## config.mk

```make
export PLATFORM = sky130hd
export DESIGN_NAME = calyx_run_ctrl
export DESIGN_NICKNAME = d
export VERILOG_FILES = /design/src/rtl/calyx_run_ctrl.sv
export SDC_FILE = /design/constraint.sdc
export NUM_CORES = 1
export LEC_CHECK = 0
export ABC_AREA = 1
export ABC_CLOCK_PERIOD_IN_PS = 5600
export CAP_MARGIN = 10
export CORE_MARGIN = 4
export CORE_UTILIZATION = 30
export CTS_CLUSTER_SIZE = 24
export DETAILED_ROUTE_END_ITERATION = 8
export GPL_TIMING_DRIVEN = 0
export RECOVER_POWER = 50
export SYNTH_ARGS = -nofsm -noshare
export SYNTH_HDL_FRONTEND = slang
export SYNTH_SLANG_ARGS = --single-unit
```

## constraint.sdc

```tcl
create_clock -name clk -period 5.6 [get_ports clk]
set_input_delay 0.84 -clock clk [delete_from_list [all_inputs] [get_ports clk]]
set_output_delay 0.84 -clock clk [all_outputs]
set_load 0.02 [all_outputs]
```

## src/rtl/calyx_run_ctrl.sv

```systemverilog
// calyx_run_ctrl: run controller for a Calyx `main` component.
// A start request holds main in reset for RESET_CYCLES cycles, then raises go
// and counts cycles until main_done or the programmable cycle limit. The cycle
// count and the outcome (finished / timed_out) are held as status until the
// next start. abort returns to IDLE at any time and keeps the count.
module calyx_run_ctrl #(
    parameter int unsigned RESET_CYCLES = 5,
    parameter int unsigned CNT_W        = 64
) (
    input  logic             clk,
    input  logic             reset,
    input  logic             start,
    input  logic             abort,
    input  logic [CNT_W-1:0] cycle_limit,
    input  logic             main_done,
    output logic             main_go,
    output logic             main_reset,
    output logic             busy,
    output logic             finished,
    output logic             timed_out,
    output logic [CNT_W-1:0] cycles
);

    // The reset-phase counter is loaded with RESET_CYCLES-1 and leaves RESET at zero.
    localparam int unsigned     RC_W    = (RESET_CYCLES > 1) ? $clog2(RESET_CYCLES) : 1;
    localparam logic [RC_W-1:0] RC_LOAD = RC_W'(RESET_CYCLES - 1);

    typedef enum logic [1:0] {
        S_IDLE,
        S_RESET,
        S_RUN,
        S_DONE
    } state_t;

    state_t           state;
    logic [CNT_W-1:0] limit;
    logic [RC_W-1:0]  rst_cnt;
    logic [CNT_W-1:0] cycles_next;
    logic             limit_hit;

    // Saturating increment of the run counter and full-width limit compare.
    always_comb begin
        cycles_next = (cycles == '1) ? cycles : cycles + CNT_W'(1);
        limit_hit   = (limit != '0) && ((cycles + CNT_W'(1)) == limit);
    end

    // Controller FSM; every output is a register updated alongside the state.
    always_ff @(posedge clk or posedge reset) begin
        if (reset) begin
            state      <= S_IDLE;
            main_go    <= 1'b0;
            main_reset <= 1'b1;
            busy       <= 1'b0;
            finished   <= 1'b0;
            timed_out  <= 1'b0;
            cycles     <= '0;
            limit      <= '0;
            rst_cnt    <= '0;
        end else if (abort) begin
            state      <= S_IDLE;
            main_go    <= 1'b0;
            main_reset <= 1'b1;
            busy       <= 1'b0;
            finished   <= 1'b0;
            timed_out  <= 1'b0;
        end else begin
            case (state)
                S_IDLE, S_DONE: begin
                    if (start) begin
                        state      <= S_RESET;
                        limit      <= cycle_limit;
                        cycles     <= '0;
                        finished   <= 1'b0;
                        timed_out  <= 1'b0;
                        rst_cnt    <= RC_LOAD;
                        main_reset <= 1'b1;
                        main_go    <= 1'b0;
                        busy       <= 1'b1;
                    end
                end
                S_RESET: begin
                    if (rst_cnt == '0) begin
                        state      <= S_RUN;
                        main_go    <= 1'b1;
                        main_reset <= 1'b0;
                    end else begin
                        rst_cnt <= rst_cnt - RC_W'(1);
                    end
                end
                S_RUN: begin
                    cycles <= cycles_next;
                    if (main_done) begin
                        state    <= S_DONE;
                        finished <= 1'b1;
                        main_go  <= 1'b0;
                        busy     <= 1'b0;
                    end else if (limit_hit) begin
                        state     <= S_DONE;
                        timed_out <= 1'b1;
                        main_go   <= 1'b0;
                        busy      <= 1'b0;
                    end
                end
                default: begin
                    state <= S_IDLE;
                end
            endcase
        end
    end

endmodule

```

# [After elaboration in Yosys (flattened, before gate mapping)]
# Cells that the tools add are included.
[totals] reg_bits=138 in_bits=69
[op_classes] addsub=2 n_eq_ne=14 muxes=31 bitwise_logic=1 n_reduce_logical=17
[ops] operator="$mux W64" count=2
[ops] operator="$pmux W64 S2" count=1
[ops] operator="$add A64 B1 Y64 const B" count=1
[ops] operator="$eq A64 B64 Y1" count=1
[ops] operator="$eq A64 B64 Y1 const B" count=1
[ops] operator="$reduce_bool A64 Y1" count=1
[ops] operator="$ne A3 B3 Y1 const B" count=5
[ops] operator="$reduce_and A3 Y1" count=5
[ops] operator="$mux W1" count=14
[ops] operator="$reduce_and A4 Y1" count=3
[ops] operator="$mux W2" count=5
[ops] operator="$pmux W1 S2" count=4
[ops] operator="$mux W3" count=2
[ops] operator="$ne A2 B2 Y1 const B" count=3
[ops] operator="$pmux W2 S3" count=1
[ops] operator="$pmux W3 S2" count=1
[ops] operator="$reduce_bool A3 Y1" count=2
[ops] operator="$eq A2 B2 Y1 const B" count=2
[ops] operator="$ne A4 B4 Y1 const B" count=1
[ops] operator="$reduce_bool A2 Y1" count=2
[ops] operator="$logic_not A3 Y1" count=1
[ops] operator="$pmux W1 S3" count=1
[ops] operator="$sub A3 B1 Y3 const B" count=1
[ops] operator="$eq A2 B1 Y1 const B" count=1
[ops] operator="other kinds (4)" count=4

# [Longest topological paths before layout]
[logic_depth] depth_word=7 mapped_depth=20 ltp_nobuf=20

# [Worst setup path after synthesis]
# Ideal clock, no wire load.
[synth_timing] kind="register -> register" startpoint="register cycles[0]" endpoint="register main_go" setup_ns=0.117 arrival_time_ns=2.296 path_slack_ns=3.187 stages_incl_launch_ff=21 n_path_buf=0 synth_period_minus_slack_ns=2.413 path_cell_list="dfrtp_1 ha_1 nand2_2 nor2_4 nand2_1 nor2_4 nand3_1 inv_1 nand2_1 nand2_1 nand2_1 nand2_1 nand2_1 nor2_1 nand2_1 nor2_2 nand3_2 nand2_4 nand2_4 nand2_1 nand2_1"
[synth_via] elab_chain_cells=5
[synth_lines] element="start: declaration" line="21" text="output logic [CNT_W-1:0] cycles"
[synth_lines] element="start signal: assignment" line="91" text="cycles <= cycles_next;"
[synth_lines] element="$add A64 B1 Y64" line="44" text="limit_hit = (limit != '0) && ((cycles + CNT_W'(1)) == limit);"
[synth_lines] element="$eq A64 B64 Y1" line="44"
[synth_lines] element="$logic_and A1 B1 Y1" line="44"
[synth_lines] element="$ne A4 B4 Y1 (no source line)"
[synth_lines] element="$reduce_and A3 Y1 (no source line)"
[synth_lines] element="end signal: assignment" line="51" text="main_go <= 1'b0;"
[synth_lines] element="end signal: assignment" line="61" text="main_go <= 1'b0;"
[synth_lines] element="end signal: assignment" line="77" text="main_go <= 1'b0;"
[synth_lines] element="end: declaration" line="16" text="output logic main_go,"
# Every way passes these cells.
# A chain may end at the register's enable or synchronous reset.

# [Worst setup path after layout]
[layout_timing] startpoint="register cycles[19]" endpoint="register cycles[35]"
[layout_via] elab_chain_cells=3
[layout_lines] element="$add A64 B1 Y64 / $eq A64 B64 Y1 (equally long branches)" line="43" text="cycles_next = (cycles == '1) ? cycles : cycles + CNT_W'(1);"
[layout_lines] element="$mux W64 / $ne A2 B2 Y1 (equally long branches)"
[layout_lines] element="$pmux W64 S2 / $reduce_and A4 Y1 (equally long branches)"
# Parallel ways exist; a longest one is shown, timed or not. The select of a mux whose other input is x is not followed.

==> impl_metrics.py <==
metrics = {
    "status": {
        "status": "finished, violations left",
        "violations": "max-capacitance violations, max-slew violations",
    },
    "routing": {
        "drt-total-wl_um": 35600,
        "drtAntennaViolNets": 0,
        "wire_per_inst_um": 18.2,
        "drc": 0,
        "dr.pass1.iters": 5,
        "viasPerCell": 4.99,
        "drt_iter0_drc": 924,
        "num_vias": 9750,
    },
    "timing": {
        "relSlewSlack_pct": -56.4,
        "setup_viol": 0,
        "worst_slack_ps": 1800,
        "fin_crit_sh_pct": 67.8,
        "finalHoldViolations": 0,
        "fmax_mhz": 263,
        "skew_ps": 11.4,
        "rsz0062_at_grt": "false",
        "drv_slew": 49,
        "tightestPinTransition_ps": 2330,
        "setup_tns_ps": 0,
        "layout_min_cycle_time_ps": 3800,
        "whs_ps": 470,
    },
    "clock_tree": {
        "clkTransAtPathRegs_ps": 70,
        "post_cts_buffers": 0,
        "cts_buffer_depth": 2,
        "hold_buffers": 0,
        "cts_tree": "done",
        "cts_max_level": 4,
        "cts-root-buf": "clkbuf_16",
        "cts_resized": 0,
        "cts_made_buffers": 17,
        "clock-sinks": 138,
        "clock_latency_ps": 430,
    },
    "layout": {
        "area_growth_pct": 27.5,
        "layout-drive-gt1-share_pct": 5.25,
        "n_antenna_cell": 0,
        "fin_nets": 1624,
    },
    "yosys": {
        "synth_seq_cells": 138,
        "postSynthAreaPerCell_um2": 6.49,
        "synthDominantCellAreaShare_pct": 37.9,
        "ys.flop_type": "dfrtp_1",
        "synth_common_cells": "459 x nand2_1, 217 x nor2_1, 170 x inv_1",
        "async_flop_share_pct": 100,
        "yosys.cell_count.top_type": "nand2_1",
        "ys_types": 30,
        "synth_nets": 1467,
        "synth_edf_count": 0,
        "ys_warn_count": 0,
        "synth.yosys.seq_area_share_pct": 38.2,
        "yosys.area.top_type": "dfrtp_1",
        "syn_inst": 1393,
        "synth_area_leaders": "dfrtp_1 38%, nand2_1 19%, nor2_1 9.0%, nand3_1 7.4%, inv_1 7.1%",
        "synth.cell_area_um2": 9040,
    },
    "floorplanning": {
        "start_util_pct": 30.4,
        "dieArea_um2": 33000,
        "die_x_um": 182,
        "pin_count": 138,
        "num_rows": 63,
        "die_h_um": 182,
        "core-area_um2": 29700,
    },
    "setup_path": {
        "start_kind": "flop",
        "slowest_delay_ps": 510,
        "end_kind": "flop",
        "critical_path_class": "reg -> reg",
        "crit_path_cell_trace": "nand2_1 > nor2_2 > nand2_1 > nor2_1 > nand3_1 > inv_1 > nand4_1 > nand2_1 > inv_2 > nand2_1 > buf_2 > o22ai_1",
        "crit_path_frequent_cell": "nand2_1",
        "critPathArrivalTime_ps": 4090,
        "slowest_stage": "dfrtp_1",
        "cp_data_required_time_ps": 5890,
        "critPathBufInv": 3,
        "path_delay_family": "simple AND/OR/NAND/NOR gates",
        "cp_max_fo": 10,
    },
    "placement": {
        "pre_cts_ws_ps": 1870,
        "io_buffers": 137,
        "gp_congestion": 0.952,
        "hpwl_um": 28200,
    },
    "pwr": {
        "p_leak_nw": 5.03,
        "vdd_drop_max_mv": 0.192,
        "powerDensity_nw_per_um2": 324,
    },
    "global_route": {
        "antenna_found_initial": 0,
        "grt_pass1_vias": 9513,
        "grt-ovfl-total": 0,
        "globalRouteTotalUtil_pct": 21.4,
        "grt_pass1_wl_um": 54400,
        "grt_max_degree": 91,
    },
    "run": {
        "drv_cap": 1,
    },
    "min_path": {
        "hp-class": "reg -> reg",
    },
}
-- worst min-delay path, delay by kind of cell (launching register included) --
family	cells	cell delay, ps
DFF	1	340
and+or+nand+nor	2	100
-- per-layer routing --
metal	part of all wire (%)	wire, um	GRT usage (%)	up-vias
met5	0	0	0	-
met4	3.1	1090	7.42	0
met3	6.8	2410	4.43	64
met2	45	16000	33.9	362
met1	45	16100	29.0	4538
li1	-	-	-	4786
-- sequential cells by signal, summed over array words and instances (netlist names) --
signal / cells
limit: 64
finished: 1
state: 2
busy: 1
cycles: 64
rst_cnt: 3
timed_out: 1
main_reset: 1
main_go: 1
-- layout make-up --
type                            count  area, um^2
Buffer                             26         105
Clock buffer                       18         439
Clock inverter                     14         160
Fill cell                        3158       18200
Inverter                          173         651
Multi-Input combinational cell   1056        4830
Sequential cell                   138        3450
Tap cell                          390         488
Timing Repair Buffer              138        1400
-- logic make-up after synthesis --
logic type | synth area share (%)
and+or+nand+nor | 41.0
buffers and inverters | 8.34
AOI/OAI and AO/OA | 9.41
DFF | 38.2
xor gates and xnor gates | 1.72
muxes | 0.623
adders and majority gates | 0.692
-- layout by cell type, fill, tap and decap left out, types with 11 or more instances in the layout --
master           instances
clkdlybuf4s50_1        106
o21ai_0                 22
nor3_1                  11
dlygate4sd3_1           31
dfrtp_1                137
nand4_1                 21
o21ai_1                 11
nand2_1                459
a21oi_1                 64
nor2_1                 217
nor2_2                  11
clkbuf_1                20
inv_1                  169
clkbuf_16               17
o22ai_1                 56
nand3_1                133
-- power breakdown --
| part | total, mW | switching (mW) | leakage, nW | internal [mW] |
|---|---|---|---|---|
| sequential | 1.42 | 0.174 | 1.71 | 1.25 |
| clock | 1.18 | 0.506 | 0.286 | 0.678 |
| combinational | 1.13 | 0.717 | 3.03 | 0.410 |
-- path summary, 6_finish.rpt --
check	from	cells past startpoint	slack, ps	endpoint
setup / recovery	cycles[19]	12	1800	cycles[35]
hold / removal	busy	2	470	busy
setup reg to reg	cycles[19]	12	1800	cycles[35]
hold reg to reg	busy	2	470	busy
max in group asynchronous	reset	3	2850	cycles[39]
min in group asynchronous	reset	2	1480	limit[18]
-- stage by stage --
stage,power (mW),std cells,util (%),instance area (um^2)
global route,4.00,1953,38.8,11500
finish,3.73,1953,38.8,11500
detailed placement,2.57,1921,36.8,10900
floorplan,2.18,1393,-,9040
global placement,2.55,1920,36.7,10900
CTS,3.76,1953,38.8,11500
Note: power is estimated with default switching activity, not from simulation.
